## src/rtl/if_fetch_unit_if.sv

```systemverilog
// Instruction-memory request/response bus between the fetch unit (master) and imem (slave).
interface if_fetch_unit_if;
    logic        imem_req_valid;
    logic        imem_req_ready;
    logic [31:0] imem_req_addr;
    logic        imem_rsp_valid;
    logic [31:0] imem_rsp_data;

    modport master (
        output imem_req_valid,
        output imem_req_addr,
        input  imem_req_ready,
        input  imem_rsp_valid,
        input  imem_rsp_data
    );

    modport slave (
        input  imem_req_valid,
        input  imem_req_addr,
        output imem_req_ready,
        output imem_rsp_valid,
        output imem_rsp_data
    );
endinterface

```

## src/rtl/if_fetch_unit.sv

```systemverilog
// Instruction fetch stage: credit-limited in-order word fetch, response queue to decode, redirect flush.
// Optional misaligned-redirect trap enabled by defining IF_MISALIGN_TRAP_EN.
module if_fetch_unit #(
    parameter logic [31:0] RESET_PC = 32'h0000_0000,
    parameter int unsigned DEPTH    = 2
) (
    input  logic               clk,
    input  logic               rst_n,
    if_fetch_unit_if.master    imem,
    input  logic               redirect_valid,
    input  logic [31:0]        redirect_pc,
    input  logic               stall_d,
    output logic               instr_valid_d,
    output logic [31:0]        instr_d,
    output logic [31:0]        pc_d,
    output logic               fetch_misalign
);
    localparam int unsigned PTR_W = (DEPTH > 1) ? $clog2(DEPTH) : 1;
    localparam int unsigned CNT_W = $clog2(DEPTH + 1);
    localparam logic [CNT_W:0] DEPTH_C = (CNT_W + 1)'(DEPTH);
    localparam logic [31:0] NOP = 32'h0000_0013;

    logic [31:0]      fetch_pc_q, fetch_pc_d;
    logic [31:0]      rsp_pc_q, rsp_pc_d;
    logic [CNT_W-1:0] outstanding_q, outstanding_d;
    logic [CNT_W-1:0] drop_q, drop_d;
    logic [CNT_W-1:0] count_q, count_d;
    logic [PTR_W-1:0] head_q, head_d;
    logic [PTR_W-1:0] tail_q, tail_d;
    logic [31:0]      qdata_q [DEPTH];
    logic [31:0]      qdata_d [DEPTH];
    logic [31:0]      qpc_q [DEPTH];
    logic [31:0]      qpc_d [DEPTH];
    logic             halted_q, halted_d;
    logic             misalign_q, misalign_d;

    logic [CNT_W:0]   credit_used;
    logic             issue_ok;
    logic             fire;
    logic             rsp_ok;
    logic             push;
    logic             pop;
    logic [31:0]      target;
    logic             misaligned;

`ifdef IF_MISALIGN_TRAP_EN
    assign target     = redirect_pc;
    assign misaligned = |redirect_pc[1:0];
`else
    assign target     = redirect_pc & 32'hFFFF_FFFC;
    assign misaligned = 1'b0;
`endif

    // Queue entries plus in-flight fetches may never exceed DEPTH, so a kept response always has a slot.
    assign credit_used         = {1'b0, count_q} + {1'b0, outstanding_q};
    assign issue_ok            = (credit_used < DEPTH_C) && !halted_q;
    assign imem.imem_req_valid = rst_n && issue_ok && !redirect_valid;
    assign imem.imem_req_addr  = fetch_pc_q;

    assign fire   = imem.imem_req_valid && imem.imem_req_ready;
    assign rsp_ok = imem.imem_rsp_valid && (outstanding_q != '0);
    assign push   = rsp_ok && (drop_q == '0) && !redirect_valid;
    assign pop    = (count_q != '0) && !stall_d;

    assign instr_valid_d  = (count_q != '0);
    assign instr_d        = instr_valid_d ? qdata_q[head_q] : NOP;
    assign pc_d           = instr_valid_d ? qpc_q[head_q] : 32'h0;
    assign fetch_misalign = misalign_q;

    always_comb begin
        fetch_pc_d    = fetch_pc_q;
        rsp_pc_d      = rsp_pc_q;
        outstanding_d = outstanding_q;
        drop_d        = drop_q;
        count_d       = count_q;
        head_d        = head_q;
        tail_d        = tail_q;
        qdata_d       = qdata_q;
        qpc_d         = qpc_q;
        halted_d      = halted_q;
        misalign_d    = misalign_q;

        if (fire && !rsp_ok) begin
            outstanding_d = outstanding_q + CNT_W'(1);
        end else if (!fire && rsp_ok) begin
            outstanding_d = outstanding_q - CNT_W'(1);
        end

        if (fire) begin
            fetch_pc_d = fetch_pc_q + 32'd4;
        end

        if (rsp_ok && (drop_q != '0)) begin
            drop_d = drop_q - CNT_W'(1);
        end

        if (push) begin
            qdata_d[tail_q] = imem.imem_rsp_data;
            qpc_d[tail_q]   = rsp_pc_q;
            tail_d          = tail_q + PTR_W'(1);
            rsp_pc_d        = rsp_pc_q + 32'd4;
        end

        if (pop) begin
            head_d = head_q + PTR_W'(1);
        end

        if (push && !pop) begin
            count_d = count_q + CNT_W'(1);
        end else if (!push && pop) begin
            count_d = count_q - CNT_W'(1);
        end

        // Redirect wins: everything still in flight after this cycle's accounting becomes stale.
        if (redirect_valid) begin
            fetch_pc_d = target;
            rsp_pc_d   = target;
            count_d    = '0;
            head_d     = '0;
            tail_d     = '0;
            drop_d     = outstanding_d;
            halted_d   = misaligned;
            misalign_d = misaligned;
        end
    end

    always_ff @(posedge clk or negedge rst_n) begin
        if (!rst_n) begin
            fetch_pc_q    <= RESET_PC;
            rsp_pc_q      <= RESET_PC;
            outstanding_q <= '0;
            drop_q        <= '0;
            count_q       <= '0;
            head_q        <= '0;
            tail_q        <= '0;
            qdata_q       <= '{default: '0};
            qpc_q         <= '{default: '0};
            halted_q      <= 1'b0;
            misalign_q    <= 1'b0;
        end else begin
            fetch_pc_q    <= fetch_pc_d;
            rsp_pc_q      <= rsp_pc_d;
            outstanding_q <= outstanding_d;
            drop_q        <= drop_d;
            count_q       <= count_d;
            head_q        <= head_d;
            tail_q        <= tail_d;
            qdata_q       <= qdata_d;
            qpc_q         <= qpc_d;
            halted_q      <= halted_d;
            misalign_q    <= misalign_d;
        end
    end
endmodule

```

## src/flat_wrapper.sv

```systemverilog
// flat-port wrapper written by rule: the top's interface ports become plain ports
module if_fetch_unit_flat 
#(
    parameter logic [31:0] RESET_PC = 32'h0000_0000,
    parameter int unsigned DEPTH    = 2
)
  (clk, rst_n, redirect_valid, redirect_pc, stall_d, instr_valid_d, instr_d, pc_d, fetch_misalign, imem_imem_req_valid, imem_imem_req_addr, imem_imem_req_ready, imem_imem_rsp_valid, imem_imem_rsp_data);
  if_fetch_unit_if imem_i ();
  input  logic clk;
  input  logic rst_n;
  input  logic redirect_valid;
  input  logic [31:0] redirect_pc;
  input  logic stall_d;
  output logic instr_valid_d;
  output logic [31:0] instr_d;
  output logic [31:0] pc_d;
  output logic fetch_misalign;
  output wire logic [$bits(imem_i.imem_req_valid)-1:0] imem_imem_req_valid;
  output wire logic [$bits(imem_i.imem_req_addr)-1:0] imem_imem_req_addr;
  input wire logic [$bits(imem_i.imem_req_ready)-1:0] imem_imem_req_ready;
  input wire logic [$bits(imem_i.imem_rsp_valid)-1:0] imem_imem_rsp_valid;
  input wire logic [$bits(imem_i.imem_rsp_data)-1:0] imem_imem_rsp_data;
  assign imem_imem_req_valid = imem_i.imem_req_valid;
  assign imem_imem_req_addr = imem_i.imem_req_addr;
  assign imem_i.imem_req_ready = imem_imem_req_ready;
  assign imem_i.imem_rsp_valid = imem_imem_rsp_valid;
  assign imem_i.imem_rsp_data = imem_imem_rsp_data;
  if_fetch_unit #(.RESET_PC(RESET_PC), .DEPTH(DEPTH)) u_core (.clk(clk), .rst_n(rst_n), .imem(imem_i), .redirect_valid(redirect_valid), .redirect_pc(redirect_pc), .stall_d(stall_d), .instr_valid_d(instr_valid_d), .instr_d(instr_d), .pc_d(pc_d), .fetch_misalign(fetch_misalign));
endmodule
```

## config.mk

```make
export PLATFORM = sky130hd
export DESIGN_NAME = if_fetch_unit_flat
export DESIGN_NICKNAME = d
export VERILOG_FILES = /design/src/rtl/if_fetch_unit_if.sv /design/src/rtl/if_fetch_unit.sv /design/src/flat_wrapper.sv
export SDC_FILE = /design/constraint.sdc
export NUM_CORES = 1
export LEC_CHECK = 0
export ABC_CLOCK_PERIOD_IN_PS = 5850
export BUFFER_PORTS_ARGS = -buffer_cell sky130_fd_sc_hd__buf_2
export CORE_MARGIN = 4
export CORE_UTILIZATION = 45
export DETAILED_ROUTE_END_ITERATION = 6
export PLACE_DENSITY = 0.62
export SYNTH_ARGS = -nofsm -noshare
export SYNTH_HDL_FRONTEND = slang
export SYNTH_SLANG_ARGS = --single-unit
```

## constraint.sdc

```tcl
create_clock -name clk -period 5.85 [get_ports clk]
set_input_delay 1.17 -clock clk [delete_from_list [all_inputs] [get_ports clk]]
set_output_delay 1.17 -clock clk [all_outputs]
set_load 0.01 [all_outputs]
```

==> results of run 1 <==
-- sequential cells by signal (all words and copies together), names as in the netlist --
register,flops
u_core.head_q,1
u_core.tail_q,1
u_core.rsp_pc_q,30
u_core.qpc_q,60
u_core.drop_q,2
u_core.imem.imem_req_addr,30
u_core.qdata_q,64
u_core.outstanding_q,2
u_core.count_q,2
-- layout by cell type (no fill, tap or decap), drive strengths merged, types with 4 or more instances in the layout --
cell type and count:
nor4 8, xnor2 16, clkbuf 21, mux2i 66, conb 5, o311ai 10, nor2 85, nand3 30
a22oi 7, and2 7, buf 168, or3 7, or4 30, and3 8, nor3 11, a21o 4
nand4 18, a31oi 21, ha 4, dfrtp 192, nand3b 4, and4 5, o31ai 15, mux2 124
clkinv 6, o211ai 11, nand2 54, o21ai 25, inv 19, a21oi 12
-- worst max-delay path, cell delays in order, from the launching register on --
cell	delay, ps
dfrtp_4	840
buf_4	570
mux2i_1	250
nor2_1	70
buf_2	180
-- power by group through the flow --
stage                     Combinational [mW]  Sequential [mW]  Clock (mW)
after floorplan                        0.899             2.00           0
after global routing                    1.33             2.12        1.25
after global placement                  1.17             2.06           0
after detailed placement                1.20             2.09           0
after CTS                               1.20             2.06        1.19
final                                   1.18             2.06        1.16
-- Yosys cell counts (all sizes together), types with 2 or more instances --
| master | count |
|---|---|
| a31oi | 21 |
| nor3 | 11 |
| and3 | 8 |
| o311ai | 10 |
| nor2 | 85 |
| a221o | 3 |
| and2 | 7 |
| nand3 | 30 |
| xnor2 | 16 |
| o31ai | 15 |
| and4 | 5 |
| o21ai | 25 |
| o211ai | 11 |
| xor2 | 3 |
| clkbuf | 40 |
| a22oi | 7 |
| nand4b | 2 |
| nor4 | 8 |
| mux2 | 124 |
| a21oi | 12 |
| a21o | 4 |
| mux2i | 66 |
| or3 | 7 |
| or4 | 30 |
| dfrtp | 192 |
| nand4 | 18 |
| ha | 4 |
| buf | 21 |
| nand2 | 54 |
| inv | 17 |
| nand3b | 4 |
-- kinds of logic after synthesis --
group,count (synthesis),synth area share
AOI/OAI and AO/OA,115,0.0800
xor gates and xnor gates,19,0.0173
adders and majority gates,5,0.00728
buffers and inverters,79,0.0346
DFF,192,0.499
muxes,190,0.214
other,1,0.000390
and+or+nand+nor,275,0.148
-- area by class of cell --
cell class / instances / area (µm²)
clock buffers: 20 / 457
clock inverters: 12 / 133
fillers: 1908 / 9810
inverters: 18 / 67.6
multi-input cells: 609 / 4530
flip-flops and latches: 192 / 4810
well taps: 275 / 344
repair buffers: 169 / 875
-- path summary, 6_finish.rpt --
path,from,end,slack (ps),cells after the start
worst max-delay path,u_core.head_q,instr_d[28],2320,4
worst min-delay path,u_core.qpc_q[7],u_core.qpc_q[7],490,2
worst max register to register,u_core.count_q[0],u_core.imem.imem_req_addr[23],2690,7
worst min register to register,u_core.qpc_q[7],u_core.qpc_q[7],490,2
max in group asynchronous,rst_n,u_core.head_q,3800,2
min in group asynchronous,rst_n,u_core.qdata_q[23],700,1
-- through the flow --
stage | setup WS [ps] | hold WS (ps) | instance area (µm²) | std cells | utilization
after detailed placement | 2160 | 475 | 10600 | 1263 | 0.505
after global placement | 2180 | 462 | 10600 | 1263 | 0.505
final | 2320 | 486 | 11200 | 1295 | 0.533
after CTS | 2270 | 490 | 11200 | 1295 | 0.533
after global routing | 2190 | 514 | 11200 | 1295 | 0.533
after floorplan | 2680 | 450 | 9640 | 880 | -
-- metal layers --
metal | global-route usage | routed length (µm)
met5 | 0 | 0
met4 | 0.0429 | 134
met3 | 0.0322 | 1390
met2 | 0.301 | 10700
met1 | 0.297 | 11200
==> reports/qor.txt, run 1 <==
synth unique cells: 55
Area contributors post-synth: dfrtp_1 (50%), mux2_2 (15%), mux2i_1 (6.9%), nor2_1 (3.3%), or4_1 (2.3%)
die area: 23,800 µm²
clock network fraction of total power: 0.264
CTS sink cnt: 192
sequential share of power: 0.468
Yosys top cell area share: 0.499
DRC: 0
crit path launch type: flop
Crit Path Max Fanout: 35
fin crit period: 3530 ps
PortBufs: 161
Horiz. Die Dim: 154 µm
total gr overflow: 0
Req. time, crit path: 4680 ps
vias post-DR: 7,279
Worst Setup End Kind: output pin
global-route wire length before repair: 38,300 µm
CTS clk-pin slew, worst paths: 70 ps
Cells after Synth: 876
GRT Util Overall: 0.197
maximum capacitance violations: 0
Power Internal: 3.05 mW
power per cell area: 392 nW/µm²
Final Hold Fails: 0
Final Net Count: 1,082
drt pass-1 iters: 4
vias in the first global route: 7,217
n_diodes: 0
largest area contributor in the netlist: dfrtp_1
Root Driver: clkbuf_16
post-detail-place hpwl: 15,700 µm
DR vias/cell: 5.62
Peak VDD IR: 0.209 mV
CTS Buffer Depth: 2
slew margin rel.: 0.313
Setup-failing EPs final: 0
Setup Buffers After CTS: 0
Comb power frac: 0.268
CTS tree: yes
1st-iter DRT viols: 398
critical setup path kind: reg2out
Synth-to-Final Area Change: 16.5%
Worst Max-Slew Pin Slew: 1030 ps
Syn Std Cell Area: 9620 µm²
Resize count post-CTS: 0
Hold Buf Count CTS: 0
Worst Hold Class: reg2reg
Setup TNS Final: 0 ps
sequential-to-total area share from yosys stat: 0.499
Switch Pwr: 1.35 mW
largest net degree at the start of global routing: 73
core area: 21,000 µm²
Die Ht: 154 µm
io pins: 169
WL/cell: 18.1 µm
ratio of cells with drive above 1 in the final layout: 0.330
RSZ-0062 raised after global routing: no
htree depth: 4
post-detailed-route count of antenna-violating nets: 0
Pwr Total: 4.40 mW
crit path DAT: 2360 ps
Setup Skew: 14.3 ps
Final period util: 0.604
worst-skew pair later-pin latency: 420 ps
Yosys reg bits: 192
Rows: 53
global placer's final weighted congestion: 0.826
Avg Cell Area, Syn: 11.0 µm²
Syn. warnings: 0
Sw Share: 0.306
initial antenna violation count: 0
Max Clock Freq: 283 MHz
status: finished, final reports clean
Post-synth ARST share: 1.00
Static Leak: 4.96 nW
Synth Flop Type: dfrtp_1
initial core utilization: 0.458
number of buffers created by CTS: 17
Final Max Tran Viols: 0
final wirelength: 23,400 µm
Post-synth EDFFs: 0
Note: power is estimated with default switching activity, not from simulation.
==> inputs of run 2 (changes only) <==
--- a/config.mk
+++ b/config.mk
@@ -5,12 +5,13 @@
 export SDC_FILE = /design/constraint.sdc
 export NUM_CORES = 1
 export LEC_CHECK = 0
-export ABC_CLOCK_PERIOD_IN_PS = 5850
+export ABC_AREA = 1
+export ABC_CLOCK_PERIOD_IN_PS = 2900
 export BUFFER_PORTS_ARGS = -buffer_cell sky130_fd_sc_hd__buf_2
 export CORE_MARGIN = 4
 export CORE_UTILIZATION = 45
 export DETAILED_ROUTE_END_ITERATION = 6
-export PLACE_DENSITY = 0.62
+export PLACE_DENSITY = 0.65
 export SYNTH_ARGS = -nofsm -noshare
 export SYNTH_HDL_FRONTEND = slang
 export SYNTH_SLANG_ARGS = --single-unit
==> constraint.sdc (replaced) <==
create_clock -name clk -period 2.9 [get_ports clk]
set_input_delay 0.58 -clock clk [delete_from_list [all_inputs] [get_ports clk]]
set_output_delay 0.58 -clock clk [all_outputs]
set_load 0.01 [all_outputs]
==> run 2 against run 1 <==
  * Via count rose by 27%
  * Worst setup slack got worse by 2000 ps
  * Utilization increased by 0.24 points
  * Critical path depth up 1
  * Area after synthesis up 4.0%
  * Highest routed layer unchanged
==> reports/qor.txt, run 2 <==
status: finished, final reports clean
initial antenna violation count: 0 (unchanged)
pre-CTS worst setup slack: 696 ps (-1470 ps)
Horiz. Die Dim: 157 µm (+1.9%)
Final Util: 0.536 (+0.00235)
CTS clk-pin slew, worst paths: 80 ps (about the same)
worst setup margin: 274 ps (-2040 ps)
CTS tree: yes
Final Max Tran Viols: 0 (unchanged)
crit path DAT: 2050 ps (-310 ps)
Syn Std Cell Area: 10,000 µm² (+4.0%)
final wirelength: 27,500 µm (+17%)
Worst Max-Slew Pin Slew: 723 ps (-307 ps)
Syn. warnings: 0 (unchanged)
Resize count post-CTS: 0 (unchanged)
maximum capacitance violations: 0 (unchanged)
Max Clock Freq: 381 MHz
post-detail-place hpwl: 19,300 µm (+23%)
Top Registers: u_core.qdata_q (64), u_core.qpc_q (60)
Setup-failing EPs final: 0 (unchanged)
io pins: 169 (unchanged)
sequential-to-total area share from yosys stat: 0.480 (-0.0191)
Setup TNS Final: 0 ps (unchanged)
Peak VDD IR: 0.453 mV (+120%)
crit path launch type: flop
fin crit period: 2630 ps
drt pass-1 iters: 7 (+3)
worst-skew pair later-pin latency: 440 ps (+20 ps)
ratio of cells with drive above 1 in the final layout: 0.159 (-0.172)
Placed Instances: 1,748 (+38%)
global-route wire length before repair: 44,800 µm (+17%)
Area contributors post-synth: dfrtp_1 (48%), nand2_1 (19%), o21ai_0 (5.0%), inv_1 (4.4%), a21oi_1 (3.5%)
max reg flops: 64 (unchanged)
critical setup path kind: reg2out
initial core utilization: 0.459 (+0.000718)
Area after DPL: 11,100 µm² (+4.5%)
Yosys top cell area share: 0.480 (-0.0191)
slew margin rel.: 0.518 (+0.205)
Die Ht: 157 µm (+1.9%)
Avg Cell Area, Syn: 7.41 µm² (-33%)
largest area contributor in the netlist: dfrtp_1
Setup Buffers After CTS: 0 (unchanged)
Root Driver: clkbuf_16
global placer's final weighted congestion: 0.926 (+12%)
Static Leak: 5.81 nW (+17%)
Synth-to-Final Area Change: 16.9%
DRC: 0 (unchanged)
synth unique cells: 42 (-24%)
WL/cell: 15.4 µm (-15%)
Rows: 54 (+1.9%)
total gr overflow: 0 (unchanged)
Worst Setup End Kind: output pin
Req. time, crit path: 2320 ps (-2360 ps)
CTS sink cnt: 192 (unchanged)
DR vias/cell: 5.19 (-7.7%)
most frequent cell after synthesis: nand2_1
power per cell area: 888 nW/µm² (+130%)
core area: 21,800 µm² (+3.8%)
post-detailed-route count of antenna-violating nets: 0 (unchanged)
Yosys reg bits: 192 (unchanged)
commonest non-fill, non-tap cell in the layout: nand2_1
Worst Hold Class: in2async
CP top delay family: buffers and inverters
CP peak stage delay: 570 ps (-270 ps)
Hold Slack: 16.6 ps (-470 ps)
Final period util: 0.905
n_diodes: 0 (unchanged)
Synth Flop Type: dfrtp_1
die area: 24,700 µm² (+3.8%)
htree depth: 4 (unchanged)
GRT Util Overall: 0.226 (+0.0289)
Pwr Total: 10.4 mW (+140%)
1st-iter DRT viols: 637 (+60%)
number of buffers created by CTS: 17 (unchanged)
largest net degree at the start of global routing: 135 (+85%)
vias in the first global route: 8,620 (+19%)
RSZ-0062 raised after global routing: no
Crit Path Max Fanout: 27 (-23%)
CP max-delay cell: dfrtp_2
PortBufs: 161 (unchanged)
most frequent cells in the layout: nand2_1 (498), dfrtp_1 (191), buf_2 (160)
Post-synth EDFFs: 0 (unchanged)
post-route cell area: 11,700 µm² (+4.3%)
Hold Buf Count CTS: 0 (unchanged)
Final Hold Fails: 0 (unchanged)
CTS Buffer Depth: 2 (unchanged)
vias post-DR: 9,232 (+27%)
Cells after Synth: 1,351 (+54%)
Reg with most FFs: u_core.qdata_q
Post-synth ARST share: 1.00 (unchanged)
Synth top cells by count: nand2_1 (498), dfrtp_1 (192), inv_1 (118)
CP bufs+invs: 3 (+1)
Non-Filler Instances: 1,780 (+37%)
Setup Skew: 17.3 ps (+2.98 ps)
Final Net Count: 1,562 (+44%)
Critical Path, Cell by Cell: inv_2, buf_12, nand2_1, a21oi_1, buf_2
==> run 2: kinds of logic (layout without fill, tap and decap cells) <==
kind of cell / after synthesis / after routing / share of synthesized area
compound gates: 257 / 257 / 0.137
fa+ha+maj: 5 / 5 / 0.00700
simple gates: 688 / 688 / 0.283
buf+inv: 191 / 336 / 0.0779
xor+xnor: 17 / 17 / 0.0149
flops: 192 / 192 / 0.480
other cells: 1 / 5 / 0.000375
==> run 2: metal layers <==
metal,wire length [µm],vias to the layer above,track usage
met5,0,-,0
met4,506,0,0.0590
met3,1480,35,0.0355
met2,12600,286,0.357
met1,12900,4323,0.327
li1,-,4588,-
==> run 2: final timing paths <==
path,to,from,slack (ps),cells past startpoint
worst max register to register,u_core.imem.imem_req_addr[23],u_core.count_q[0],670,10
worst max-delay path,pc_d[16],u_core.head_q,270,5
max in group asynchronous,u_core.head_q,rst_n,1880,2
min in group clk,u_core.qdata_q[19],imem_imem_rsp_data[19],390,3
worst min-delay path,u_core.qpc_q[35],rst_n,20,1
worst min register to register,u_core.qpc_q[58],u_core.qpc_q[58],490,2
==> run 2: area by class of cell <==
cell class | count | area, µm²
fillers | 2137 | 10100
inverters | 126 | 477
clock inverters | 14 | 161
flip-flops and latches | 192 | 4810
multi-input cells | 972 | 4450
well taps | 280 | 350
repair buffers | 178 | 1020
clock buffers | 18 | 429
==> run 2: worst reg2reg max path, stage by stage, from the launching register on <==
cell     delay, ps
dfrtp_1        450
nand2_1         90
inv_1           50
fa_1           430
nor2_1         240
nand4_4        220
nand2_1        150
buf_4          230
o21ai_0        140
inv_1           70
nand2_1         50
==> run 2: power breakdown <==
part	leakage (nW)	switching (mW)	internal (mW)
sequential	2.44	0.658	3.58
combinational	3.08	2.35	1.41
clock	0.284	1.16	1.23
total	5.81	4.16	6.22
